===== config.mk =====
export PLATFORM = sky130hd
export DESIGN_NAME = fifo_wr_arbiter
export DESIGN_NICKNAME = d
export VERILOG_FILES = /design/src/rtl/fifo_wr_arbiter.sv
export SDC_FILE = /design/constraint.sdc
export NUM_CORES = 1
export LEC_CHECK = 0
export CORE_MARGIN = 5
export CORE_UTILIZATION = 25
export CTS_BUF_LIST = sky130_fd_sc_hd__clkbuf_4
export DETAILED_ROUTE_END_ITERATION = 8
export GPL_ROUTABILITY_DRIVEN = 0
export PLACE_DENSITY = 0.63
export SLEW_MARGIN = 20
export SYNTH_ARGS = -nofsm -noshare
export SYNTH_HDL_FRONTEND = slang
export SYNTH_SLANG_ARGS = --single-unit

===== constraint.sdc =====
create_clock -name clk -period 2.4 [get_ports clk]
set_input_delay 0.48 -clock clk [delete_from_list [all_inputs] [get_ports clk]]
set_output_delay 0.48 -clock clk [all_outputs]
set_load 0.1 [all_outputs]

===== src/rtl/fifo_wr_arbiter.sv =====
// Round-robin write arbiter sharing one FIFO write port between NREQ valid/ready producers.
// Define FIFO_ARB_TAG_EN to prepend the grantee index to each written word.
module fifo_wr_arbiter #(
  parameter int WIDTH     = 16,
  parameter int NREQ      = 4,
  parameter int BURST_LEN = 4
) (
  input  logic                       clk,
  input  logic                       rst,
  input  logic [NREQ-1:0]            req_valid,
  input  logic [NREQ*WIDTH-1:0]      req_data,
  output logic [NREQ-1:0]            req_ready,
  input  logic                       clear,
  input  logic                       fifo_full,
  output logic                       fifo_we,
`ifdef FIFO_ARB_TAG_EN
  output logic [$clog2(NREQ)+WIDTH-1:0] fifo_wdata,
`else
  output logic [WIDTH-1:0]           fifo_wdata,
`endif
  output logic                       fifo_clear,
  output logic [$clog2(NREQ)-1:0]    grant_id
);

  localparam int IDW = $clog2(NREQ);
  localparam logic [IDW:0] NREQ_L = (IDW+1)'(NREQ);
  localparam logic [7:0] BURST_L = 8'(BURST_LEN);

  localparam logic [0:0] ST_ARB  = 1'b0;
  localparam logic [0:0] ST_LOCK = 1'b1;

  logic [0:0]     state;
  logic [IDW-1:0] rr_ptr;
  logic [IDW-1:0] owner;
  logic [7:0]     burst_cnt;

  logic           arb_found;
  logic [IDW-1:0] arb_idx;
  logic [IDW:0]   pos;
  logic           grant;
  logic [IDW-1:0] gnt_idx;
  logic           accept;
  logic [7:0]     burst_cnt_inc;

  function automatic logic [IDW-1:0] next_idx(input logic [IDW-1:0] i);
    if (i == IDW'(NREQ - 1)) return '0;
    return i + 1'b1;
  endfunction

  // Descending scan so the lowest offset from rr_ptr is the last (winning) match.
  always_comb begin
    arb_found = 1'b0;
    arb_idx   = '0;
    pos       = '0;
    for (int k = NREQ - 1; k >= 0; k--) begin
      pos = {1'b0, rr_ptr} + (IDW+1)'(k);
      if (pos >= NREQ_L) pos = pos - NREQ_L;
      if (req_valid[pos[IDW-1:0]]) begin
        arb_found = 1'b1;
        arb_idx   = pos[IDW-1:0];
      end
    end
  end

  always_comb begin
    grant   = 1'b0;
    gnt_idx = '0;
    if (state == ST_LOCK) begin
      grant   = req_valid[owner];
      gnt_idx = owner;
    end else begin
      grant   = arb_found;
      gnt_idx = arb_idx;
    end
  end

  assign accept        = grant && !fifo_full && !clear && !rst;
  assign fifo_we       = accept;
  assign fifo_clear    = clear;
  assign burst_cnt_inc = burst_cnt + 8'd1;

  always_comb begin
    req_ready = '0;
    if (accept) req_ready[gnt_idx] = 1'b1;
  end

`ifdef FIFO_ARB_TAG_EN
  assign fifo_wdata = {gnt_idx, req_data[gnt_idx*WIDTH +: WIDTH]};
`else
  assign fifo_wdata = req_data[gnt_idx*WIDTH +: WIDTH];
`endif

  // A stall (fifo_full) in LOCK holds everything; only a dropped valid ends a burst early.
  always_ff @(posedge clk or posedge rst) begin
    if (rst) begin
      state     <= ST_ARB;
      rr_ptr    <= '0;
      owner     <= '0;
      burst_cnt <= '0;
      grant_id  <= '0;
    end else if (clear) begin
      state     <= ST_ARB;
      rr_ptr    <= '0;
      burst_cnt <= '0;
    end else begin
      case (state)
        ST_ARB: begin
          if (accept) begin
            grant_id <= gnt_idx;
            if (BURST_LEN == 1) begin
              rr_ptr <= next_idx(gnt_idx);
            end else begin
              state     <= ST_LOCK;
              owner     <= gnt_idx;
              burst_cnt <= 8'd1;
            end
          end
        end
        ST_LOCK: begin
          if (accept) begin
            grant_id  <= owner;
            burst_cnt <= burst_cnt_inc;
            if (burst_cnt_inc == BURST_L) begin
              state  <= ST_ARB;
              rr_ptr <= next_idx(owner);
            end
          end else if (!fifo_full && !req_valid[owner]) begin
            state  <= ST_ARB;
            rr_ptr <= next_idx(owner);
          end
        end
        default: state <= ST_ARB;
      endcase
    end
  end

endmodule

======== Word-level counts from Yosys, hierarchy flattened ========
Cells that the tools add are included.
cells by class
  add/sub/neg operators ................... 9
  equality and inequality tests ........... 7
  magnitude comparators ................... 11
  shift operators ......................... 1
  muxes and demuxes ....................... 57
  reduce and logical (&&, ||, !) cells .... 15
  bitwise logic cells ..................... 2
operators by type and width
  cell                 count
  $shiftx 64x7->16     1
  $mux 2               19
  $mux 1               25
  $mux 8               3
  $lt 2x3->1 const B   6
  $pmux 8 s2           1
  $bmux 1 s2           5
  $ge 3x3->1 const B   3
  $reduce_and 3->1     3
  $add 8x1->8 const B  1
  $eq 8x3->1 const B   1
  $sub 2x1->2 const B  4
  $add 2x2->3 const B  2
  $ne 3x3->1 const B   2
  $logic_and 1x1->1    5
  $logic_not 1->1      4
  $mux 4               1
  $ne 2x2->1 const B   2
  $pmux 2 s2           1
  $add 2x1->3 const B  1
  $ge 2x3->1 const B   1
  $ne 3x2->1 const B   1
  $reduce_bool 3->1    1
  $add 2x1->2 const B  1
  7 further kinds      8
word-level totals
  output and inout bits ................... 24
  input bits .............................. 72
  flip-flop bits (word level) ............. 15

======== Logic depth before layout (Yosys ltp) ========
  word-level depth ........................ 21
  gate-level depth with buffers ........... 7
  mapped depth without buffers ............ 6

======== Worst setup path before layout ========
No wires, ideal clock.
  path type ............................... input to output
  start ................................... in req_valid[0]
  end ..................................... out fifo_wdata[0]
  arrival ................................. 3.137 ns
  path slack .............................. -1.217 ns
  path buffers ............................ 2
  cell stages on the path ................. 6
  path through ............................ nor2b_1 a31o_2 o31ai_1 buf_2 buf_4 mux2i_1
on the way
  longest elaborated chain between the ends .. 8
  elaborated cells between the ends (all ways) .. 14
  classes of those cells .................. shift: 1; mux: 13
RTL lines
  element                       RTL line  text
  start, declared               10        input logic [NREQ-1:0] req_valid,
  $bmux 1 s2                    58        if (req_valid[pos[IDW-1:0]]) begin
  $mux 1 (not written as such)  58
  $mux 2 (3 in series)          58
  $mux 2 (*)                    58
  $mux 2 (*)                    68        if (state == ST_LOCK) begin
  $shiftx 64x7->16 (*)          90        assign fifo_wdata = req_data[gnt_idx*WIDTH +: WIDTH];
  end, declared                 19        output logic [WIDTH-1:0] fifo_wdata,
Mark *: on every way between the ends. The rest lies on a longest branch, timed or not. The select of a mux whose other input is x is not followed.

======== Worst setup path after layout ========
  start ................................... reg rr_ptr[0]
  end ..................................... out fifo_wdata[6]
on the way
  longest elaborated chain between the ends .. 11
  elaborated cells between the ends (all ways) .. 29
  classes of those cells .................. add/sub: 7; order compare: 4; shift: 1; mux: 17
RTL lines
  element                                    RTL line  text
  start, declared                            33        logic [IDW-1:0] rr_ptr;
  start signal, assigned                     111       rr_ptr <= next_idx(gnt_idx);
  start signal, assigned                     125       rr_ptr <= next_idx(owner);
  start signal, assigned                     129       rr_ptr <= next_idx(owner);
  $add 2x2->3                                56        pos = {1'b0, rr_ptr} + (IDW+1)'(k);
  $ge 3x3->1 or $sub 2x1->2 (tied branches)  57        if (pos >= NREQ_L) pos = pos - NREQ_L;
  $mux 2                                     57
  $bmux 1 s2                                 58
  $mux 1 (not written as such)               58
  $mux 2 (3 in series)                       58
  $mux 2 (*)                                 58
  $mux 2 (*)                                 68
  $shiftx 64x7->16 (*)                       90
Marks and branches as above.

==> flow_summary.toml <==
[route]
vias = 1771
antenna_left = 0
post_drt_wl_per_cell_um = 16.5
dr.pass1.iters = 4
drcViolationCount = 0
totalWireLength_um = 5960
vias_per_cell = 4.89
first_iter_violations = 47

[setup_path]
crit_family = "buffers and inverters"
cp-end-kind = "output pin"
worstPathMaxFanout = 6
crit_type = "reg -> out"
critPathBufInv = 4
crit_top_cell = "buf_12"
cpPeakStageDelay_ns = 0.42
required_ns = 1.92
arrival_ns = 2.19
path_cells = "nand2b_4, a21oi_4, o41ai_4, buf_6, buf_12, mux2i_2, buf_4, mux2i_4, buf_12"
worst_setup_path_start_kind = "register"
r2r_slack_ns = 0.18
crit_slowest_cell = "dfrtp_2"

[timing]
hold_violations = 0
fin_crit_sh_pct = 111
holdWs_ns = 0.504
fmaxAchievable_ghz = 0.374
drv_slew = 0
fin_skew_ns = 0.00203
worst_slack_ns = -0.271
slew_headroom_pct = 59.2
tightest_slew_ns = 0.611
min_period_ns = 2.67
setup_viol = 21
rsz0062_at_grt = "true"

[cells_and_area]
fin_cells = 362
drive_gt1_share_pct = 47.7
final_nets = 361
area_delta_synth_final_pct = 142
num_antenna_cells = 0

[synthesis]
yosysSeqAreaShare_pct = 24.3
synth-edff-count = 0
synth-warning-count = 0
synth_flop_cell = "dfrtp_1"
yosys-top-cells-count = "48 x mux2i_1, 15 x dfrtp_1, 12 x nor2_1"
syn-num-nets = 238
synth_async_sr_flop_share_pct = 100
synth.most_common_cell = "mux2i_1"
avgSynthCellArea_um2 = 9.38
yosysTopAreaCellShare_pct = 31.0
syn_inst = 165
synthTopCellsByArea = "mux2i_1 31%, dfrtp_1 24%, nor2_1 2.9%"
syn_area_mm2 = 0.00155
yosysTopAreaCell = "mux2i_1"
ys_seq_elements = 15
yosysUniqueCellTypes = 42

[place]
place_ws_ns = -0.654
placedCellCount = 348
port_buffers = 95
dp_hpwl_um = 4660

[power_and_ir_drop]
peakVddDrop_v = 0.000354
powerDensity_mw_per_mm2 = 524
p_leak_nw = 1.37

[floorplan]
num_io_pins = 96
num_rows = 28
fp.dieW_um = 88.7
die-area_mm2 = 0.00786
start_util_pct = 26.0
placeableCoreArea_mm2 = 0.00596
die_y_um = 88.7

[flow_run]
maxCapViolations = 0

[global_routing]
grt_max_degree = 16
grt_use_total_pct = 15.5
grt_antenna_before_repair = 0
grt.overflow.total = 0
grt_pass1_wl_um = 9360
grt_pass1_vias = 1930

[clocking]
clk_pin_slew_ns = 0.09
cts_root_buf = "clkbuf_4"
clock-sinks = 15
clk-insertion-delay-late_ns = 0.29
cts_buffers = 3
cts_tree = "yes"
cts.path.max_buffers = 2
htree_levels = 1

[hold_path]
hold_path.class = "reg -> reg"

[status]
status = "complete, but fails checks"
failed_checks = "setup timing"
path summary, 6_finish.rpt:
check	start	end	depth (start not counted)
worst max-delay path	rr_ptr[0]$_DFFE_PP0P_	fifo_wdata[6]	9
worst min-delay path	grant_id[1]$_DFFE_PP0P_	grant_id[1]$_DFFE_PP0P_	1
max in group asynchronous	rst	rr_ptr[0]$_DFFE_PP0P_	3
worst max register to register	owner[1]$_DFFE_PP0P_	rr_ptr[0]$_DFFE_PP0P_	9
min in group asynchronous	rst	burst_cnt[7]$_DFFE_PP0P_	3
worst min register to register	grant_id[1]$_DFFE_PP0P_	grant_id[1]$_DFFE_PP0P_	1
worst reg2reg max path, stage by stage, from the launching register on:
cell	delay (ns)
dfrtp_1	0.39
mux4_2	0.53
mux2_4	0.29
nand2_4	0.10
inv_4	0.04
buf_6	0.12
buf_4	0.15
buf_4	0.16
a31oi_4	0.14
a21bo_1	0.21
layer usage:
metal  wire length [µm]  global-route usage, %
met5                  0                      0
met4                 40                   2.88
met3                713                   6.70
met2               3110                   28.3
met1               2100                   16.6
cells in the final DEF (no fill, tap or decap), drive strengths merged:
cell type	n
a21bo	1
a21oi	7
a31o	1
a31oi	4
a32o	1
and3	1
and3b	1
buf	59
clkbuf	5
clkdlybuf4s50	67
dfrtp	15
ha	1
inv	4
mux2	3
mux2i	48
mux4	1
nand2	10
nand2b	4
nand3	8
nand4	1
nor2	12
nor2b	4
nor3	3
nor3b	2
nor4	1
o21a	2
o21ai	9
o2bb2ai	1
o31ai	3
o41ai	1
or2	3
or4	1
xnor2	1
xor2	2
what timing repair did:
item,4_1_cts,5_1_grt
cloned,3,1
setup endpoints to repair,24,21
gates resized for setup,85,13
hold buffers,0,0
pin swaps,7,2
buffers inserted,8,1
registers in the layout, summed over array words and instances (netlist names):
register,cells
burst_cnt,8
rr_ptr,2
state,1
grant_id,2
owner,2
per-stage QoR:
stage	TNS (ns)	power, W	area [µm²]	utilization [%]
3_3_place_gp	-14.55	0.00158	3210	53.9
2_1_floorplan	-4.10	0.00113	1830	-
5_1_grt	-6.29	0.00204	3740	62.8
4_1_cts	-8.46	0.00197	3720	62.4
6_report	-4.34	0.00196	3740	62.8
3_5_place_dp	-15.80	0.00159	3210	53.9
layout make-up:
class                      count  area, µm²
tap                           75       93.8
timing repair buffer         127       1530
clock buffer                   4       30.0
sequential                    15        377
multi-input combinational    137       1700
fill                         467       2220
inverter                       4       17.5
where the power goes:
group	internal [W]	switching [W]	total [W]	leakage, nW
Clock	0.0000760	0.0000838	0.000160	0.0184
Combinational	0.000704	0.000802	0.00151	1.15
Sequential	0.000272	0.0000219	0.000294	0.200
Total	0.00105	0.000908	0.00196	1.37
kinds of logic after synthesis:
kind of cell	Yosys count	synth area share [%]
multiplexers	52	34.9
AND/OR/NAND/NOR	51	17.4
AO/OA/AOI/OAI	30	13.9
flip-flops	15	24.3
buffers and inverters	13	7.03
XOR/XNOR	3	1.70
adder cells (fa/ha/maj)	1	0.808
No activity file was read; power rests on OpenSTA's default activity.
